===== src/rtl/ysyx_24080006_axi_arbiter_pkg.sv =====
// Shared types and AXI constants for the IFU/LSU arbiter in front of the CLINT crossbar.
package ysyx_24080006_pkg;

    typedef enum logic [2:0] {
        IDLE,
        RD_ADDR,
        RD_DATA,
        WR_REQ,
        WR_RESP
    } arb_state_e;

    typedef enum logic {
        OWN_IFU,
        OWN_LSU
    } owner_e;

    localparam logic [1:0] BURST_FIXED = 2'b00;
    localparam logic [1:0] BURST_INCR  = 2'b01;
    localparam logic [1:0] BURST_WRAP  = 2'b10;

    localparam logic [1:0] RESP_OKAY   = 2'b00;
    localparam logic [1:0] RESP_EXOKAY = 2'b01;
    localparam logic [1:0] RESP_SLVERR = 2'b10;
    localparam logic [1:0] RESP_DECERR = 2'b11;

    function automatic logic [3:0] owner_id(input owner_e own, input logic [3:0] ifu_id,
                                            input logic [3:0] lsu_id);
        return (own == OWN_LSU) ? lsu_id : ifu_id;
    endfunction

endpackage


===== src/rtl/ysyx_24080006_axi_arbiter_if.sv =====
// AXI4 bundle (32-bit address/data, 4-bit ID); master drives requests, slave drives responses.
interface ysyx_24080006_axi;
    logic        awvalid;
    logic        awready;
    logic [31:0] awaddr;
    logic [3:0]  awid;
    logic [7:0]  awlen;
    logic [2:0]  awsize;
    logic [1:0]  awburst;

    logic        wvalid;
    logic        wready;
    logic [31:0] wdata;
    logic [3:0]  wstrb;
    logic        wlast;

    logic        bvalid;
    logic        bready;
    logic [1:0]  bresp;
    logic [3:0]  bid;

    logic        arvalid;
    logic        arready;
    logic [31:0] araddr;
    logic [3:0]  arid;
    logic [7:0]  arlen;
    logic [2:0]  arsize;
    logic [1:0]  arburst;

    logic        rvalid;
    logic        rready;
    logic [1:0]  rresp;
    logic [31:0] rdata;
    logic        rlast;
    logic [3:0]  rid;

    modport master (
        output awvalid, awaddr, awid, awlen, awsize, awburst,
        output wvalid, wdata, wstrb, wlast,
        output bready,
        output arvalid, araddr, arid, arlen, arsize, arburst,
        output rready,
        input  awready, wready, bvalid, bresp, bid,
        input  arready, rvalid, rresp, rdata, rlast, rid
    );

    modport slave (
        input  awvalid, awaddr, awid, awlen, awsize, awburst,
        input  wvalid, wdata, wstrb, wlast,
        input  bready,
        input  arvalid, araddr, arid, arlen, arsize, arburst,
        input  rready,
        output awready, wready, bvalid, bresp, bid,
        output arready, rvalid, rresp, rdata, rlast, rid
    );
endinterface


===== src/rtl/ysyx_24080006_axi_arbiter.sv =====
// Merges IFU (read-only) and LSU AXI masters onto one downstream port, one transaction at a time.
// LSU writes beat LSU reads beat IFU reads; the owner's channels pass through combinationally.
module ysyx_24080006_axi_arbiter
    import ysyx_24080006_pkg::*;
#(
    parameter logic [3:0] IFU_ID = 4'h0,
    parameter logic [3:0] LSU_ID = 4'h1
) (
    input  logic               clock,
    input  logic               reset,
    ysyx_24080006_axi.slave    ifu,
    ysyx_24080006_axi.slave    lsu,
    ysyx_24080006_axi.master   axi
);

    arb_state_e r_state;
    owner_e     r_owner;
    logic       r_aw_done;
    logic       r_w_done;

    logic w_sel_lsu;
    logic w_own_arvalid;
    logic w_own_rready;
    logic w_aw_hs;
    logic w_w_hs;
    logic w_aw_fin;
    logic w_w_fin;
    logic w_unused;

    assign w_sel_lsu     = (r_owner == OWN_LSU);
    assign w_own_arvalid = w_sel_lsu ? lsu.arvalid : ifu.arvalid;
    assign w_own_rready  = w_sel_lsu ? lsu.rready  : ifu.rready;
    assign w_aw_hs       = lsu.awvalid & ~r_aw_done & axi.awready;
    assign w_w_hs        = lsu.wvalid  & ~r_w_done  & axi.wready;
    assign w_aw_fin      = r_aw_done | w_aw_hs;
    assign w_w_fin       = r_w_done  | (w_w_hs & lsu.wlast);

    // IFU write channels and upstream IDs are never consumed.
    assign w_unused = &{1'b0, ifu.awvalid, ifu.awaddr, ifu.awid, ifu.awlen, ifu.awsize,
                        ifu.awburst, ifu.wvalid, ifu.wdata, ifu.wstrb, ifu.wlast, ifu.bready,
                        ifu.arid, lsu.arid, lsu.awid};

    always_ff @(posedge clock) begin
        if (reset) begin
            r_state   <= IDLE;
            r_owner   <= OWN_IFU;
            r_aw_done <= 1'b0;
            r_w_done  <= 1'b0;
        end else begin
            case (r_state)
                IDLE: begin
                    if (lsu.awvalid) begin
                        r_owner <= OWN_LSU;
                        r_state <= WR_REQ;
                    end else if (lsu.arvalid) begin
                        r_owner <= OWN_LSU;
                        r_state <= RD_ADDR;
                    end else if (ifu.arvalid) begin
                        r_owner <= OWN_IFU;
                        r_state <= RD_ADDR;
                    end
                end
                RD_ADDR: begin
                    if (w_own_arvalid && axi.arready) r_state <= RD_DATA;
                end
                RD_DATA: begin
                    if (axi.rvalid && w_own_rready && axi.rlast) r_state <= IDLE;
                end
                WR_REQ: begin
                    // AW and W complete in either order; flags drop as the response phase opens.
                    if (w_aw_fin && w_w_fin) begin
                        r_aw_done <= 1'b0;
                        r_w_done  <= 1'b0;
                        r_state   <= WR_RESP;
                    end else begin
                        if (w_aw_hs)              r_aw_done <= 1'b1;
                        if (w_w_hs && lsu.wlast)  r_w_done  <= 1'b1;
                    end
                end
                WR_RESP: begin
                    if (axi.bvalid && lsu.bready) r_state <= IDLE;
                end
                default: r_state <= IDLE;
            endcase
        end
    end

    always_comb begin
        ifu.awready = '0; ifu.wready = '0; ifu.bvalid = '0; ifu.bresp = '0; ifu.bid = '0;
        ifu.arready = '0; ifu.rvalid = '0; ifu.rresp = '0; ifu.rdata = '0; ifu.rlast = '0;
        ifu.rid     = '0;
        lsu.awready = '0; lsu.wready = '0; lsu.bvalid = '0; lsu.bresp = '0; lsu.bid = '0;
        lsu.arready = '0; lsu.rvalid = '0; lsu.rresp = '0; lsu.rdata = '0; lsu.rlast = '0;
        lsu.rid     = '0;
        axi.awvalid = '0; axi.awaddr = '0; axi.awid = '0; axi.awlen = '0; axi.awsize = '0;
        axi.awburst = '0; axi.wvalid = '0; axi.wdata = '0; axi.wstrb = '0; axi.wlast = '0;
        axi.bready  = '0; axi.arvalid = '0; axi.araddr = '0; axi.arid = '0; axi.arlen = '0;
        axi.arsize  = '0; axi.arburst = '0; axi.rready = '0;

        // Reset masks the mux so a transaction cut short shows nothing while state unwinds.
        if (!reset) begin
            case (r_state)
                RD_ADDR: begin
                    axi.arvalid = w_own_arvalid;
                    axi.araddr  = w_sel_lsu ? lsu.araddr  : ifu.araddr;
                    axi.arlen   = w_sel_lsu ? lsu.arlen   : ifu.arlen;
                    axi.arsize  = w_sel_lsu ? lsu.arsize  : ifu.arsize;
                    axi.arburst = w_sel_lsu ? lsu.arburst : ifu.arburst;
                    axi.arid    = owner_id(r_owner, IFU_ID, LSU_ID);
                    if (w_sel_lsu) lsu.arready = axi.arready;
                    else           ifu.arready = axi.arready;
                end
                RD_DATA: begin
                    axi.rready = w_own_rready;
                    if (w_sel_lsu) begin
                        lsu.rvalid = axi.rvalid; lsu.rdata = axi.rdata; lsu.rresp = axi.rresp;
                        lsu.rlast  = axi.rlast;  lsu.rid   = axi.rid;
                    end else begin
                        ifu.rvalid = axi.rvalid; ifu.rdata = axi.rdata; ifu.rresp = axi.rresp;
                        ifu.rlast  = axi.rlast;  ifu.rid   = axi.rid;
                    end
                end
                WR_REQ: begin
                    axi.awvalid = lsu.awvalid & ~r_aw_done;
                    axi.awaddr  = lsu.awaddr;
                    axi.awid    = LSU_ID;
                    axi.awlen   = lsu.awlen;
                    axi.awsize  = lsu.awsize;
                    axi.awburst = lsu.awburst;
                    lsu.awready = axi.awready & ~r_aw_done;
                    axi.wvalid  = lsu.wvalid & ~r_w_done;
                    axi.wdata   = lsu.wdata;
                    axi.wstrb   = lsu.wstrb;
                    axi.wlast   = lsu.wlast;
                    lsu.wready  = axi.wready & ~r_w_done;
                end
                WR_RESP: begin
                    lsu.bvalid = axi.bvalid;
                    lsu.bresp  = axi.bresp;
                    lsu.bid    = axi.bid;
                    axi.bready = lsu.bready;
                end
                default: ;
            endcase
        end
    end

endmodule


===== src/flat_wrapper.sv =====
// flat-port wrapper written by rule: the top's interface ports become plain ports
module ysyx_24080006_axi_arbiter_flat import ysyx_24080006_pkg::*;
#(
    parameter logic [3:0] IFU_ID = 4'h0,
    parameter logic [3:0] LSU_ID = 4'h1
)
  (clock, reset, ifu_awvalid, ifu_awaddr, ifu_awid, ifu_awlen, ifu_awsize, ifu_awburst, ifu_wvalid, ifu_wdata, ifu_wstrb, ifu_wlast, ifu_bready, ifu_arvalid, ifu_araddr, ifu_arid, ifu_arlen, ifu_arsize, ifu_arburst, ifu_rready, ifu_awready, ifu_wready, ifu_bvalid, ifu_bresp, ifu_bid, ifu_arready, ifu_rvalid, ifu_rresp, ifu_rdata, ifu_rlast, ifu_rid, lsu_awvalid, lsu_awaddr, lsu_awid, lsu_awlen, lsu_awsize, lsu_awburst, lsu_wvalid, lsu_wdata, lsu_wstrb, lsu_wlast, lsu_bready, lsu_arvalid, lsu_araddr, lsu_arid, lsu_arlen, lsu_arsize, lsu_arburst, lsu_rready, lsu_awready, lsu_wready, lsu_bvalid, lsu_bresp, lsu_bid, lsu_arready, lsu_rvalid, lsu_rresp, lsu_rdata, lsu_rlast, lsu_rid, axi_awvalid, axi_awaddr, axi_awid, axi_awlen, axi_awsize, axi_awburst, axi_wvalid, axi_wdata, axi_wstrb, axi_wlast, axi_bready, axi_arvalid, axi_araddr, axi_arid, axi_arlen, axi_arsize, axi_arburst, axi_rready, axi_awready, axi_wready, axi_bvalid, axi_bresp, axi_bid, axi_arready, axi_rvalid, axi_rresp, axi_rdata, axi_rlast, axi_rid);
  ysyx_24080006_axi ifu_i ();
  ysyx_24080006_axi lsu_i ();
  ysyx_24080006_axi axi_i ();
  input  logic clock;
  input  logic reset;
  input wire logic [$bits(ifu_i.awvalid)-1:0] ifu_awvalid;
  input wire logic [$bits(ifu_i.awaddr)-1:0] ifu_awaddr;
  input wire logic [$bits(ifu_i.awid)-1:0] ifu_awid;
  input wire logic [$bits(ifu_i.awlen)-1:0] ifu_awlen;
  input wire logic [$bits(ifu_i.awsize)-1:0] ifu_awsize;
  input wire logic [$bits(ifu_i.awburst)-1:0] ifu_awburst;
  input wire logic [$bits(ifu_i.wvalid)-1:0] ifu_wvalid;
  input wire logic [$bits(ifu_i.wdata)-1:0] ifu_wdata;
  input wire logic [$bits(ifu_i.wstrb)-1:0] ifu_wstrb;
  input wire logic [$bits(ifu_i.wlast)-1:0] ifu_wlast;
  input wire logic [$bits(ifu_i.bready)-1:0] ifu_bready;
  input wire logic [$bits(ifu_i.arvalid)-1:0] ifu_arvalid;
  input wire logic [$bits(ifu_i.araddr)-1:0] ifu_araddr;
  input wire logic [$bits(ifu_i.arid)-1:0] ifu_arid;
  input wire logic [$bits(ifu_i.arlen)-1:0] ifu_arlen;
  input wire logic [$bits(ifu_i.arsize)-1:0] ifu_arsize;
  input wire logic [$bits(ifu_i.arburst)-1:0] ifu_arburst;
  input wire logic [$bits(ifu_i.rready)-1:0] ifu_rready;
  output wire logic [$bits(ifu_i.awready)-1:0] ifu_awready;
  output wire logic [$bits(ifu_i.wready)-1:0] ifu_wready;
  output wire logic [$bits(ifu_i.bvalid)-1:0] ifu_bvalid;
  output wire logic [$bits(ifu_i.bresp)-1:0] ifu_bresp;
  output wire logic [$bits(ifu_i.bid)-1:0] ifu_bid;
  output wire logic [$bits(ifu_i.arready)-1:0] ifu_arready;
  output wire logic [$bits(ifu_i.rvalid)-1:0] ifu_rvalid;
  output wire logic [$bits(ifu_i.rresp)-1:0] ifu_rresp;
  output wire logic [$bits(ifu_i.rdata)-1:0] ifu_rdata;
  output wire logic [$bits(ifu_i.rlast)-1:0] ifu_rlast;
  output wire logic [$bits(ifu_i.rid)-1:0] ifu_rid;
  input wire logic [$bits(lsu_i.awvalid)-1:0] lsu_awvalid;
  input wire logic [$bits(lsu_i.awaddr)-1:0] lsu_awaddr;
  input wire logic [$bits(lsu_i.awid)-1:0] lsu_awid;
  input wire logic [$bits(lsu_i.awlen)-1:0] lsu_awlen;
  input wire logic [$bits(lsu_i.awsize)-1:0] lsu_awsize;
  input wire logic [$bits(lsu_i.awburst)-1:0] lsu_awburst;
  input wire logic [$bits(lsu_i.wvalid)-1:0] lsu_wvalid;
  input wire logic [$bits(lsu_i.wdata)-1:0] lsu_wdata;
  input wire logic [$bits(lsu_i.wstrb)-1:0] lsu_wstrb;
  input wire logic [$bits(lsu_i.wlast)-1:0] lsu_wlast;
  input wire logic [$bits(lsu_i.bready)-1:0] lsu_bready;
  input wire logic [$bits(lsu_i.arvalid)-1:0] lsu_arvalid;
  input wire logic [$bits(lsu_i.araddr)-1:0] lsu_araddr;
  input wire logic [$bits(lsu_i.arid)-1:0] lsu_arid;
  input wire logic [$bits(lsu_i.arlen)-1:0] lsu_arlen;
  input wire logic [$bits(lsu_i.arsize)-1:0] lsu_arsize;
  input wire logic [$bits(lsu_i.arburst)-1:0] lsu_arburst;
  input wire logic [$bits(lsu_i.rready)-1:0] lsu_rready;
  output wire logic [$bits(lsu_i.awready)-1:0] lsu_awready;
  output wire logic [$bits(lsu_i.wready)-1:0] lsu_wready;
  output wire logic [$bits(lsu_i.bvalid)-1:0] lsu_bvalid;
  output wire logic [$bits(lsu_i.bresp)-1:0] lsu_bresp;
  output wire logic [$bits(lsu_i.bid)-1:0] lsu_bid;
  output wire logic [$bits(lsu_i.arready)-1:0] lsu_arready;
  output wire logic [$bits(lsu_i.rvalid)-1:0] lsu_rvalid;
  output wire logic [$bits(lsu_i.rresp)-1:0] lsu_rresp;
  output wire logic [$bits(lsu_i.rdata)-1:0] lsu_rdata;
  output wire logic [$bits(lsu_i.rlast)-1:0] lsu_rlast;
  output wire logic [$bits(lsu_i.rid)-1:0] lsu_rid;
  output wire logic [$bits(axi_i.awvalid)-1:0] axi_awvalid;
  output wire logic [$bits(axi_i.awaddr)-1:0] axi_awaddr;
  output wire logic [$bits(axi_i.awid)-1:0] axi_awid;
  output wire logic [$bits(axi_i.awlen)-1:0] axi_awlen;
  output wire logic [$bits(axi_i.awsize)-1:0] axi_awsize;
  output wire logic [$bits(axi_i.awburst)-1:0] axi_awburst;
  output wire logic [$bits(axi_i.wvalid)-1:0] axi_wvalid;
  output wire logic [$bits(axi_i.wdata)-1:0] axi_wdata;
  output wire logic [$bits(axi_i.wstrb)-1:0] axi_wstrb;
  output wire logic [$bits(axi_i.wlast)-1:0] axi_wlast;
  output wire logic [$bits(axi_i.bready)-1:0] axi_bready;
  output wire logic [$bits(axi_i.arvalid)-1:0] axi_arvalid;
  output wire logic [$bits(axi_i.araddr)-1:0] axi_araddr;
  output wire logic [$bits(axi_i.arid)-1:0] axi_arid;
  output wire logic [$bits(axi_i.arlen)-1:0] axi_arlen;
  output wire logic [$bits(axi_i.arsize)-1:0] axi_arsize;
  output wire logic [$bits(axi_i.arburst)-1:0] axi_arburst;
  output wire logic [$bits(axi_i.rready)-1:0] axi_rready;
  input wire logic [$bits(axi_i.awready)-1:0] axi_awready;
  input wire logic [$bits(axi_i.wready)-1:0] axi_wready;
  input wire logic [$bits(axi_i.bvalid)-1:0] axi_bvalid;
  input wire logic [$bits(axi_i.bresp)-1:0] axi_bresp;
  input wire logic [$bits(axi_i.bid)-1:0] axi_bid;
  input wire logic [$bits(axi_i.arready)-1:0] axi_arready;
  input wire logic [$bits(axi_i.rvalid)-1:0] axi_rvalid;
  input wire logic [$bits(axi_i.rresp)-1:0] axi_rresp;
  input wire logic [$bits(axi_i.rdata)-1:0] axi_rdata;
  input wire logic [$bits(axi_i.rlast)-1:0] axi_rlast;
  input wire logic [$bits(axi_i.rid)-1:0] axi_rid;
  assign ifu_i.awvalid = ifu_awvalid;
  assign ifu_i.awaddr = ifu_awaddr;
  assign ifu_i.awid = ifu_awid;
  assign ifu_i.awlen = ifu_awlen;
  assign ifu_i.awsize = ifu_awsize;
  assign ifu_i.awburst = ifu_awburst;
  assign ifu_i.wvalid = ifu_wvalid;
  assign ifu_i.wdata = ifu_wdata;
  assign ifu_i.wstrb = ifu_wstrb;
  assign ifu_i.wlast = ifu_wlast;
  assign ifu_i.bready = ifu_bready;
  assign ifu_i.arvalid = ifu_arvalid;
  assign ifu_i.araddr = ifu_araddr;
  assign ifu_i.arid = ifu_arid;
  assign ifu_i.arlen = ifu_arlen;
  assign ifu_i.arsize = ifu_arsize;
  assign ifu_i.arburst = ifu_arburst;
  assign ifu_i.rready = ifu_rready;
  assign ifu_awready = ifu_i.awready;
  assign ifu_wready = ifu_i.wready;
  assign ifu_bvalid = ifu_i.bvalid;
  assign ifu_bresp = ifu_i.bresp;
  assign ifu_bid = ifu_i.bid;
  assign ifu_arready = ifu_i.arready;
  assign ifu_rvalid = ifu_i.rvalid;
  assign ifu_rresp = ifu_i.rresp;
  assign ifu_rdata = ifu_i.rdata;
  assign ifu_rlast = ifu_i.rlast;
  assign ifu_rid = ifu_i.rid;
  assign lsu_i.awvalid = lsu_awvalid;
  assign lsu_i.awaddr = lsu_awaddr;
  assign lsu_i.awid = lsu_awid;
  assign lsu_i.awlen = lsu_awlen;
  assign lsu_i.awsize = lsu_awsize;
  assign lsu_i.awburst = lsu_awburst;
  assign lsu_i.wvalid = lsu_wvalid;
  assign lsu_i.wdata = lsu_wdata;
  assign lsu_i.wstrb = lsu_wstrb;
  assign lsu_i.wlast = lsu_wlast;
  assign lsu_i.bready = lsu_bready;
  assign lsu_i.arvalid = lsu_arvalid;
  assign lsu_i.araddr = lsu_araddr;
  assign lsu_i.arid = lsu_arid;
  assign lsu_i.arlen = lsu_arlen;
  assign lsu_i.arsize = lsu_arsize;
  assign lsu_i.arburst = lsu_arburst;
  assign lsu_i.rready = lsu_rready;
  assign lsu_awready = lsu_i.awready;
  assign lsu_wready = lsu_i.wready;
  assign lsu_bvalid = lsu_i.bvalid;
  assign lsu_bresp = lsu_i.bresp;
  assign lsu_bid = lsu_i.bid;
  assign lsu_arready = lsu_i.arready;
  assign lsu_rvalid = lsu_i.rvalid;
  assign lsu_rresp = lsu_i.rresp;
  assign lsu_rdata = lsu_i.rdata;
  assign lsu_rlast = lsu_i.rlast;
  assign lsu_rid = lsu_i.rid;
  assign axi_awvalid = axi_i.awvalid;
  assign axi_awaddr = axi_i.awaddr;
  assign axi_awid = axi_i.awid;
  assign axi_awlen = axi_i.awlen;
  assign axi_awsize = axi_i.awsize;
  assign axi_awburst = axi_i.awburst;
  assign axi_wvalid = axi_i.wvalid;
  assign axi_wdata = axi_i.wdata;
  assign axi_wstrb = axi_i.wstrb;
  assign axi_wlast = axi_i.wlast;
  assign axi_bready = axi_i.bready;
  assign axi_arvalid = axi_i.arvalid;
  assign axi_araddr = axi_i.araddr;
  assign axi_arid = axi_i.arid;
  assign axi_arlen = axi_i.arlen;
  assign axi_arsize = axi_i.arsize;
  assign axi_arburst = axi_i.arburst;
  assign axi_rready = axi_i.rready;
  assign axi_i.awready = axi_awready;
  assign axi_i.wready = axi_wready;
  assign axi_i.bvalid = axi_bvalid;
  assign axi_i.bresp = axi_bresp;
  assign axi_i.bid = axi_bid;
  assign axi_i.arready = axi_arready;
  assign axi_i.rvalid = axi_rvalid;
  assign axi_i.rresp = axi_rresp;
  assign axi_i.rdata = axi_rdata;
  assign axi_i.rlast = axi_rlast;
  assign axi_i.rid = axi_rid;
  ysyx_24080006_axi_arbiter #(.IFU_ID(IFU_ID), .LSU_ID(LSU_ID)) u_core (.clock(clock), .reset(reset), .ifu(ifu_i), .lsu(lsu_i), .axi(axi_i));
endmodule

===== config.mk =====
export PLATFORM = sky130hd
export DESIGN_NAME = ysyx_24080006_axi_arbiter_flat
export DESIGN_NICKNAME = d
export VERILOG_FILES = /design/src/rtl/ysyx_24080006_axi_arbiter_pkg.sv /design/src/rtl/ysyx_24080006_axi_arbiter_if.sv /design/src/rtl/ysyx_24080006_axi_arbiter.sv /design/src/flat_wrapper.sv
export SDC_FILE = /design/constraint.sdc
export NUM_CORES = 1
export LEC_CHECK = 0
export CAP_MARGIN = 0
export CORE_AREA = 2 2 224 226
export CTS_CLUSTER_DIAMETER = 100
export DETAILED_ROUTE_END_ITERATION = 10
export DIE_AREA = 0 0 226 228
export PLACE_DENSITY = 0.42
export SLEW_MARGIN = 20
export SYNTH_ARGS = -nofsm -noshare
export SYNTH_HDL_FRONTEND = slang
export SYNTH_SLANG_ARGS = --single-unit

===== constraint.sdc =====
create_clock -name clock -period 2.1 [get_ports clock]
set_input_delay 0.21 -clock clock [delete_from_list [all_inputs] [get_ports clock]]
set_output_delay 0.21 -clock clock [all_outputs]
set_load 0.03 [all_outputs]

==> impl_metrics.xml, run 1 <==
<?xml version="1.0" encoding="UTF-8"?>
<metrics>
  <group name="routing">
    <metric name="vias_after_detailed_routing" unit="">4244</metric>
    <metric name="drcViolationCount" unit="">0</metric>
    <metric name="wirelength" unit="um">21200</metric>
    <metric name="detailedRoute.firstPassIterationCount" unit="">4</metric>
    <metric name="drtAntennaViolNets" unit="">0</metric>
    <metric name="initialDrtViolationCount" unit="">76</metric>
    <metric name="post_drt_wl_per_cell" unit="um">14.1</metric>
    <metric name="drt-vias-per-instance" unit="">2.82</metric>
  </group>
  <group name="synthesis">
    <metric name="synth_top_flop_cell" unit="">sky130_fd_sc_hd__dfxtp_1</metric>
    <metric name="gate_count_post_synth" unit="">370</metric>
    <metric name="synth_area" unit="um^2">2380</metric>
    <metric name="edff_count_synth" unit="">0</metric>
    <metric name="synth-seq-area-share" unit="%">5.04</metric>
    <metric name="yosys_warnings" unit="">0</metric>
    <metric name="synth_cell_type_count" unit="">31</metric>
    <metric name="average_size_of_a_mapped_cell" unit="um^2">6.45</metric>
    <metric name="postSynth.asyncResetShare" unit="%">0</metric>
    <metric name="postSynthRegisterBits" unit="">6</metric>
  </group>
  <group name="place">
    <metric name="io_buffers" unit="">455</metric>
    <metric name="detailedPlacementHpwl" unit="um">18400</metric>
    <metric name="gp_congestion" unit="">0.749</metric>
    <metric name="placement.setup.worst_slack" unit="ns">-0.0770</metric>
  </group>
  <group name="floorplan">
    <metric name="chipHeight" unit="um">228</metric>
    <metric name="top_level_ports" unit="">572</metric>
    <metric name="dieArea" unit="um^2">51500</metric>
    <metric name="num_rows" unit="">82</metric>
    <metric name="core_area" unit="um^2">49300</metric>
    <metric name="die_width" unit="um">226</metric>
    <metric name="start_util" unit="%">4.83</metric>
  </group>
  <group name="sta">
    <metric name="period_needed" unit="ns">2.10</metric>
    <metric name="max_slew_margin" unit="%">62.9</metric>
    <metric name="worst_clock_skew" unit="ns">0.00547</metric>
    <metric name="setup_slack" unit="ns">-0.000995</metric>
    <metric name="fin_crit_sh" unit="%">100</metric>
    <metric name="max_clock_freq" unit="MHz">476</metric>
    <metric name="final_max_slew_viol_count" unit="">0</metric>
    <metric name="hold_viol" unit="">0</metric>
    <metric name="setup_repair_after_global_routing_missed_its_margin" unit="">true</metric>
    <metric name="finalSetupViolCount" unit="">3</metric>
    <metric name="worst_pin_slew" unit="ns">0.552</metric>
  </group>
  <group name="clock_network">
    <metric name="clock-root-buffer" unit="">sky130_fd_sc_hd__clkbuf_16</metric>
    <metric name="clk_pin_slew_worst_paths" unit="ns">0.03</metric>
    <metric name="cts-htree-levels" unit="">1</metric>
    <metric name="tritoncts" unit="">built</metric>
    <metric name="cts-buffers-inserted" unit="">3</metric>
    <metric name="clock_insertion_delay_worst_skew" unit="ns">0.23</metric>
    <metric name="cts_sinks" unit="">6</metric>
    <metric name="max-clock-path-buffers" unit="">2</metric>
  </group>
  <group name="pwr">
    <metric name="totalPowerFinal" unit="W">0.00380</metric>
    <metric name="ir_drop" unit="mV">0.250</metric>
    <metric name="lkg_pwr" unit="nW">3.52</metric>
    <metric name="pwr_density_cell" unit="nW/um^2">459</metric>
  </group>
  <group name="cells_and_area">
    <metric name="area_growth" unit="%">247</metric>
    <metric name="final_layout_size_suffix_gt1_share" unit="%">36.6</metric>
    <metric name="layout.nets" unit="">1167</metric>
  </group>
  <group name="grt">
    <metric name="number_of_antenna_violations_at_the_first_check_in_global_routing" unit="">4</metric>
    <metric name="grt_first_pass_wirelength" unit="um">27600</metric>
    <metric name="grt_start_max_net_pins" unit="">84</metric>
    <metric name="grt_overflow_total" unit="">0</metric>
    <metric name="gr-usage-all-layers" unit="%">7.36</metric>
    <metric name="first_global_vias" unit="">4193</metric>
  </group>
  <group name="status">
    <metric name="violations" unit="">setup timing</metric>
    <metric name="outcome" unit="">finished, violations left</metric>
  </group>
  <group name="setup_path">
    <metric name="slowest_stage" unit="">sky130_fd_sc_hd__or3_4</metric>
    <metric name="cpLargestDelayFamily" unit="">simple AND/OR/NAND/NOR gates</metric>
    <metric name="crit_chain" unit="">buf_6 -&gt; nand2b_4 -&gt; or3_4 -&gt; nor2_4 -&gt; buf_12 -&gt; buf_8 -&gt; and2_4 -&gt; buf_12</metric>
    <metric name="critPathBufInv" unit="">4</metric>
    <metric name="crit_required" unit="ns">1.89</metric>
    <metric name="worst_setup_path_start_kind" unit="">register</metric>
    <metric name="path_class" unit="">register to output pin</metric>
    <metric name="path_max_fanout" unit="">10</metric>
    <metric name="data_arrival_time_of_the_critical_path" unit="ns">1.89</metric>
    <metric name="crit_top_cell" unit="">sky130_fd_sc_hd__buf_12</metric>
    <metric name="critPathCaptureType" unit="">output pin</metric>
    <metric name="crit_path_max_incr_delay" unit="ns">0.37</metric>
  </group>
  <group name="hold_path">
    <metric name="hold_class" unit="">register to register</metric>
  </group>
  <group name="flow_run">
    <metric name="maxCapViolCount" unit="">0</metric>
  </group>
</metrics>
kinds of logic (layout without fill, tap and decap cells):
family | after synthesis | after routing | share of synthesized area, %
other cells | 1 | 16 | 0.157
simple gates | 255 | 255 | 60.5
buf+inv | 49 | 499 | 11.3
compound gates | 12 | 12 | 3.31
flops | 6 | 6 | 5.04
mux | 47 | 47 | 19.7
power by group:
part | internal, W | switching [W]
Sequential | 0.000145 | 0.0000500
Combinational | 0.00157 | 0.00170
Clock | 0.000253 | 0.0000755
Total | 0.00197 | 0.00183
final cells by class:
type | count | area, um^2
fillers | 5511 | 41100
clock buffers | 4 | 78.8
inverters | 3 | 11.3
well taps | 672 | 841
flip-flops and latches | 6 | 125
multi-input cells | 329 | 2160
repair buffers | 492 | 5050
diodes | 1 | 2.50
timing repair:
| item | CTS | global route |
|---|---|---|
| buffers inserted | 0 | 5 |
| pin swaps | 0 | 2 |
| gates cloned | 0 | 3 |
| hold buffers | 0 | 0 |
| gates resized for setup | 11 | 48 |
| endpoints found under the setup margin | 122 | 84 |
layout by cell type, fill, tap and decap left out, types with 2 or more instances in the layout:
| cell | netlist | layout |
|---|---|---|
| sky130_fd_sc_hd__inv_1 | 3 | 3 |
| sky130_fd_sc_hd__mux2i_1 | 47 | 47 |
| sky130_fd_sc_hd__a21oi_1 | 4 | 4 |
| sky130_fd_sc_hd__clkbuf_16 | 0 | 4 |
| sky130_fd_sc_hd__conb_1 | 1 | 15 |
| sky130_fd_sc_hd__nand2_1 | 7 | 7 |
| sky130_fd_sc_hd__buf_8 | 0 | 2 |
| sky130_fd_sc_hd__and2_4 | 0 | 28 |
| sky130_fd_sc_hd__buf_6 | 2 | 16 |
| sky130_fd_sc_hd__buf_4 | 17 | 188 |
| sky130_fd_sc_hd__clkdlybuf4s50_1 | 0 | 230 |
| sky130_fd_sc_hd__nor2_1 | 57 | 52 |
| sky130_fd_sc_hd__dfxtp_1 | 6 | 4 |
| sky130_fd_sc_hd__nor2_4 | 0 | 2 |
| sky130_fd_sc_hd__nor2_2 | 0 | 3 |
| sky130_fd_sc_hd__buf_12 | 0 | 55 |
| sky130_fd_sc_hd__nor3_1 | 7 | 7 |
| sky130_fd_sc_hd__and2_1 | 170 | 142 |
| sky130_fd_sc_hd__o21ai_0 | 2 | 2 |
| sky130_fd_sc_hd__nor4b_1 | 4 | 3 |
worst reg2reg max path: cells and delay by family (launching register included):
kind | cells | cell delay [ns]
AOI/OAI and AO/OA | 1 | 0.24
buffers and inverters | 1 | 0.17
DFF | 1 | 0.47
muxes | 1 | 0.24
and+or+nand+nor | 2 | 0.40
through the flow:
stage	TNS, ns	instance area, um^2	utilization (%)	hold slack, ns	std cells
finish	-0.00282	8270	16.8	0.548	1507
global route	-1.22	8270	16.8	0.620	1506
CTS	-0.453	8030	16.3	0.537	1498
detailed placement	-0.646	7920	16.1	0.530	1494
global placement	-1.10	7920	16.1	0.529	1494
floorplan	-0.00295	2440	-	0.392	384
state kept, by name (all words and copies together) (netlist names):
register	flops
u_core.r_state	3
u_core.r_aw_done	1
u_core.r_w_done	1
u_core.r_owner	1
worst paths after layout:
check / startpoint / endpoint / slack, ns / cells past startpoint
setup / recovery: u_core.r_state[2] / lsu_rdata[5] / -0.001 / 8
hold / removal: u_core.r_w_done / u_core.r_w_done / 0.55 / 2
setup reg to reg: u_core.r_owner / u_core.r_state[1] / 0.48 / 5
hold reg to reg: u_core.r_w_done / u_core.r_w_done / 0.55 / 2
cell usage after synthesis (2+ instances only):
library cell / count / area (um^2)
sky130_fd_sc_hd__inv_1: 3 / 11.3
sky130_fd_sc_hd__nor3_1: 7 / 35.0
sky130_fd_sc_hd__buf_2: 5 / 25.0
sky130_fd_sc_hd__a21oi_1: 4 / 20.0
sky130_fd_sc_hd__nor2_1: 57 / 214
sky130_fd_sc_hd__o21ai_0: 2 / 10.0
sky130_fd_sc_hd__nor4b_1: 4 / 35.0
sky130_fd_sc_hd__or3_1: 2 / 12.5
sky130_fd_sc_hd__clkbuf_1: 20 / 75.1
sky130_fd_sc_hd__and2_1: 170 / 1060
sky130_fd_sc_hd__buf_1: 2 / 7.51
sky130_fd_sc_hd__buf_6: 2 / 22.5
sky130_fd_sc_hd__buf_4: 17 / 128
sky130_fd_sc_hd__dfxtp_1: 6 / 120
sky130_fd_sc_hd__mux2i_1: 47 / 470
sky130_fd_sc_hd__nand2_1: 7 / 26.3
metal layers:
metal  share of wire [%]  vias up  global-route usage, %
li1                    -     2078                      -
met1                  37     1896                   7.72
met2                  52      254                   14.2
met3                  10       10                   2.85
met4                0.30        6                  0.621
met5                0.19        -                      0
No activity file was read; power rests on OpenSTA's default activity.
==> inputs of run 2 (changes only) <==
--- a/config.mk
+++ b/config.mk
@@ -10,7 +10,8 @@
 export CTS_CLUSTER_DIAMETER = 100
 export DETAILED_ROUTE_END_ITERATION = 10
 export DIE_AREA = 0 0 226 228
-export PLACE_DENSITY = 0.42
+export DONT_BUFFER_PORTS = 1
+export PLACE_DENSITY = 0.3
 export SLEW_MARGIN = 20
 export SYNTH_ARGS = -nofsm -noshare
 export SYNTH_HDL_FRONTEND = slang
==> run 2 against run 1 <==
The run now ends clean. Sequential power is 5% higher. Clock skew decreased by 0.0051 ns. Fmax rose by 1.4%. Hold slack worse by 0.51 ns. Final cell count down 19%. Global-route usage fell by 2.2 points. Total power shrank 12%. Utilization fell by 4.6 points. Critical path type unchanged. Critical endpoint is now lsu_rid[1].
==> impl_metrics.xml, run 2 (synthesis results as in run 1) <==
<?xml version="1.0" encoding="UTF-8"?>
<metrics>
  <group name="clock_network">
    <metric name="cts_sinks" unit="">6</metric>
    <metric name="clk_pin_slew_worst_paths" unit="ns">0.04</metric>
    <metric name="clock-root-buffer" unit="">sky130_fd_sc_hd__clkbuf_16</metric>
    <metric name="max-clock-path-buffers" unit="">2</metric>
    <metric name="clock_insertion_delay_worst_skew" unit="ns">0.23</metric>
    <metric name="cts-buffers-inserted" unit="">3</metric>
    <metric name="tritoncts" unit="">built</metric>
    <metric name="cts-htree-levels" unit="">1</metric>
    <metric name="cts-hold-fix-buffers" unit="">0</metric>
  </group>
  <group name="status">
    <metric name="outcome" unit="">finished clean</metric>
  </group>
  <group name="routing">
    <metric name="wirelength" unit="um">16000</metric>
    <metric name="detailedRoute.firstPassIterationCount" unit="">4</metric>
    <metric name="post_drt_wl_per_cell" unit="um">13.1</metric>
    <metric name="vias_after_detailed_routing" unit="">3225</metric>
    <metric name="drtAntennaViolNets" unit="">0</metric>
    <metric name="initialDrtViolationCount" unit="">83</metric>
    <metric name="drt-vias-per-instance" unit="">2.64</metric>
    <metric name="drcViolationCount" unit="">0</metric>
  </group>
  <group name="cells_and_area">
    <metric name="final_layout_size_suffix_gt1_share" unit="%">45.3</metric>
    <metric name="highest_count_cells_in_the_layout_ignoring_fill_and_taps" unit="">sky130_fd_sc_hd__and2_1 (153), sky130_fd_sc_hd__buf_4 (95), sky130_fd_sc_hd__buf_12 (90), sky130_fd_sc_hd__mux2i_1 (47), sky130_fd_sc_hd__nor2_1 (47)</metric>
    <metric name="top_register" unit="">u_core.r_state</metric>
    <metric name="area_growth" unit="%">152</metric>
    <metric name="final_common_cell" unit="">sky130_fd_sc_hd__and2_1</metric>
    <metric name="layoutNonFillerInstCount" unit="">1222</metric>
    <metric name="layout.nets" unit="">880</metric>
    <metric name="utilization" unit="%">12.2</metric>
    <metric name="largest_register_ff_count" unit="">3</metric>
  </group>
  <group name="pwr">
    <metric name="ir_drop" unit="mV">0.163</metric>
    <metric name="power_frac_seq" unit="%">6.1</metric>
    <metric name="switching_share" unit="%">51.4</metric>
    <metric name="clkPwrFrac" unit="%">9.8</metric>
    <metric name="p_comb_share" unit="%">84.1</metric>
    <metric name="power_switching" unit="W">0.00173</metric>
    <metric name="lkg_pwr" unit="nW">2.42</metric>
    <metric name="power_report.internal_total" unit="W">0.00163</metric>
    <metric name="pwr_density_cell" unit="nW/um^2">558</metric>
  </group>
  <group name="grt">
    <metric name="grt_first_pass_wirelength" unit="um">19300</metric>
    <metric name="gr-usage-all-layers" unit="%">5.19</metric>
    <metric name="number_of_antenna_violations_at_the_first_check_in_global_routing" unit="">4</metric>
    <metric name="grt_start_max_net_pins" unit="">84</metric>
    <metric name="grt_overflow_total" unit="">0</metric>
    <metric name="first_global_vias" unit="">3024</metric>
  </group>
  <group name="setup_path">
    <metric name="crit_top_cell" unit="">sky130_fd_sc_hd__buf_12</metric>
    <metric name="crit_chain" unit="">nand2b_1 -&gt; or3_4 -&gt; nor2_4 -&gt; buf_12 -&gt; buf_12 -&gt; and2_1 -&gt; buf_12</metric>
    <metric name="crit_path_max_incr_delay" unit="ns">0.38</metric>
    <metric name="crit_required" unit="ns">1.89</metric>
    <metric name="data_arrival_time_of_the_critical_path" unit="ns">1.86</metric>
    <metric name="critPathCaptureType" unit="">output pin</metric>
    <metric name="path_class" unit="">register to output pin</metric>
    <metric name="slowest_stage" unit="">sky130_fd_sc_hd__or3_4</metric>
    <metric name="worst_setup_path_start_kind" unit="">register</metric>
    <metric name="path_max_fanout" unit="">11</metric>
  </group>
  <group name="flow_run">
    <metric name="maxCapViolCount" unit="">0</metric>
  </group>
  <group name="floorplan">
    <metric name="chipHeight" unit="um">228</metric>
    <metric name="num_rows" unit="">82</metric>
    <metric name="core_area" unit="um^2">49300</metric>
    <metric name="top_level_ports" unit="">572</metric>
    <metric name="die_width" unit="um">226</metric>
    <metric name="start_util" unit="%">4.83</metric>
    <metric name="dieArea" unit="um^2">51500</metric>
  </group>
  <group name="sta">
    <metric name="worst_pin_slew" unit="ns">0.599</metric>
    <metric name="fin_crit_sh" unit="%">98.6</metric>
    <metric name="hold_viol" unit="">0</metric>
    <metric name="final_max_slew_viol_count" unit="">0</metric>
    <metric name="setup_slack" unit="ns">0.0290</metric>
    <metric name="max_slew_margin" unit="%">59.8</metric>
    <metric name="finalSetupViolCount" unit="">0</metric>
    <metric name="finalHoldWorstSlack" unit="ns">0.0422</metric>
    <metric name="period_needed" unit="ns">2.07</metric>
    <metric name="worst_clock_skew" unit="ns">0.000363</metric>
    <metric name="max_clock_freq" unit="MHz">483</metric>
    <metric name="setup_repair_after_global_routing_missed_its_margin" unit="">true</metric>
  </group>
  <group name="place">
    <metric name="gp_congestion" unit="">0.727</metric>
    <metric name="placed_cells" unit="">1210</metric>
    <metric name="detailedPlacementHpwl" unit="um">13500</metric>
    <metric name="placement.setup.worst_slack" unit="ns">0.113</metric>
    <metric name="io_buffers" unit="">0</metric>
  </group>
  <group name="hold_path">
    <metric name="hold_class" unit="">primary input to register</metric>
  </group>
</metrics>
## run 2: cell count changes in the layout (fill, tap and decap cells not counted), moves of 3 or more
| cell | before | now |
|---|---|---|
| sky130_fd_sc_hd__nor4b_2 | 1 | 4 |
| sky130_fd_sc_hd__nor4b_1 | 3 | 0 |
| sky130_fd_sc_hd__and2_4 | 28 | 16 |
| sky130_fd_sc_hd__and2_1 | 142 | 153 |
| sky130_fd_sc_hd__clkdlybuf4s50_1 | 230 | 0 |
| sky130_fd_sc_hd__buf_4 | 188 | 95 |
| sky130_fd_sc_hd__nor2_1 | 52 | 47 |
| sky130_fd_sc_hd__buf_12 | 55 | 90 |
| sky130_fd_sc_hd__nor2_2 | 3 | 8 |
## run 2: stage by stage
stage	instance area, um^2	total power [W]	TNS, ns
global placement	5680	0.00292	0
CTS	5810	0.00333	-0.0459
detailed placement	5680	0.00292	0
global route	6010	0.00355	-0.343
floorplan	2440	0.00181	-0.00295
finish	6010	0.00336	0
## run 2: cell type report
cell class	instances	area, um^2
timing repair buffer	205	2780
tap	672	841
fill	5624	43300
antenna	3	7.51
multi-input combinational	329	2160
clock buffer	4	78.8
inverter	3	11.3
sequential	6	128
## run 2: worst max-delay path, delay by kind of cell, from the launching register on
family / cells / cell delay, ns
AND/OR/NAND/NOR: 4 / 0.85
buffers and inverters: 3 / 0.43
flip-flops: 1 / 0.33
## run 2: power by group through the flow
stage / clock network (W) / registers, W / logic [W]
finish: 0.000329 / 0.000204 / 0.00283
floorplan: 0 / 0.000154 / 0.00166
detailed placement: 0 / 0.000205 / 0.00271
global placement: 0 / 0.000207 / 0.00271
CTS: 0.000339 / 0.000207 / 0.00279
global route: 0.000344 / 0.000212 / 0.00299
## run 2: worst paths after layout
check	from	to	slack (ns)	cells past startpoint
worst max register to register	u_core.r_owner	u_core.r_state[1]	0.45	4
worst min-delay path	reset	u_core.r_owner	0.04	1
worst min register to register	u_core.r_w_done	u_core.r_w_done	0.55	2
worst max-delay path	u_core.r_state[2]	lsu_rid[1]	0.03	7
## run 2: layer usage
metal	global-route usage, %	routed length [um]	up-vias
met5	0	0	-
met4	1.45	302	0
met3	1.43	1770	14
met2	10.8	8560	296
met1	4.76	5400	1419
li1	-	-	1496
## run 2: repair_timing
item                       CTS  global route
setup endpoints to repair   86            87
cloned                       1             2
resized for setup            7            42
pin swaps                    0             1
buffers inserted             0             2
==> inputs of run 3 (changes only) <==
--- a/config.mk
+++ b/config.mk
@@ -5,14 +5,13 @@
 export SDC_FILE = /design/constraint.sdc
 export NUM_CORES = 1
 export LEC_CHECK = 0
-export CAP_MARGIN = 0
+export CAP_MARGIN = 20
 export CORE_AREA = 2 2 224 226
 export CTS_CLUSTER_DIAMETER = 100
 export DETAILED_ROUTE_END_ITERATION = 10
 export DIE_AREA = 0 0 226 228
 export DONT_BUFFER_PORTS = 1
 export PLACE_DENSITY = 0.3
-export SLEW_MARGIN = 20
 export SYNTH_ARGS = -nofsm -noshare
 export SYNTH_HDL_FRONTEND = slang
 export SYNTH_SLANG_ARGS = --single-unit
==> results of run 3 <==
The final DEF is identical to that of run 2; final timing and power are the same.
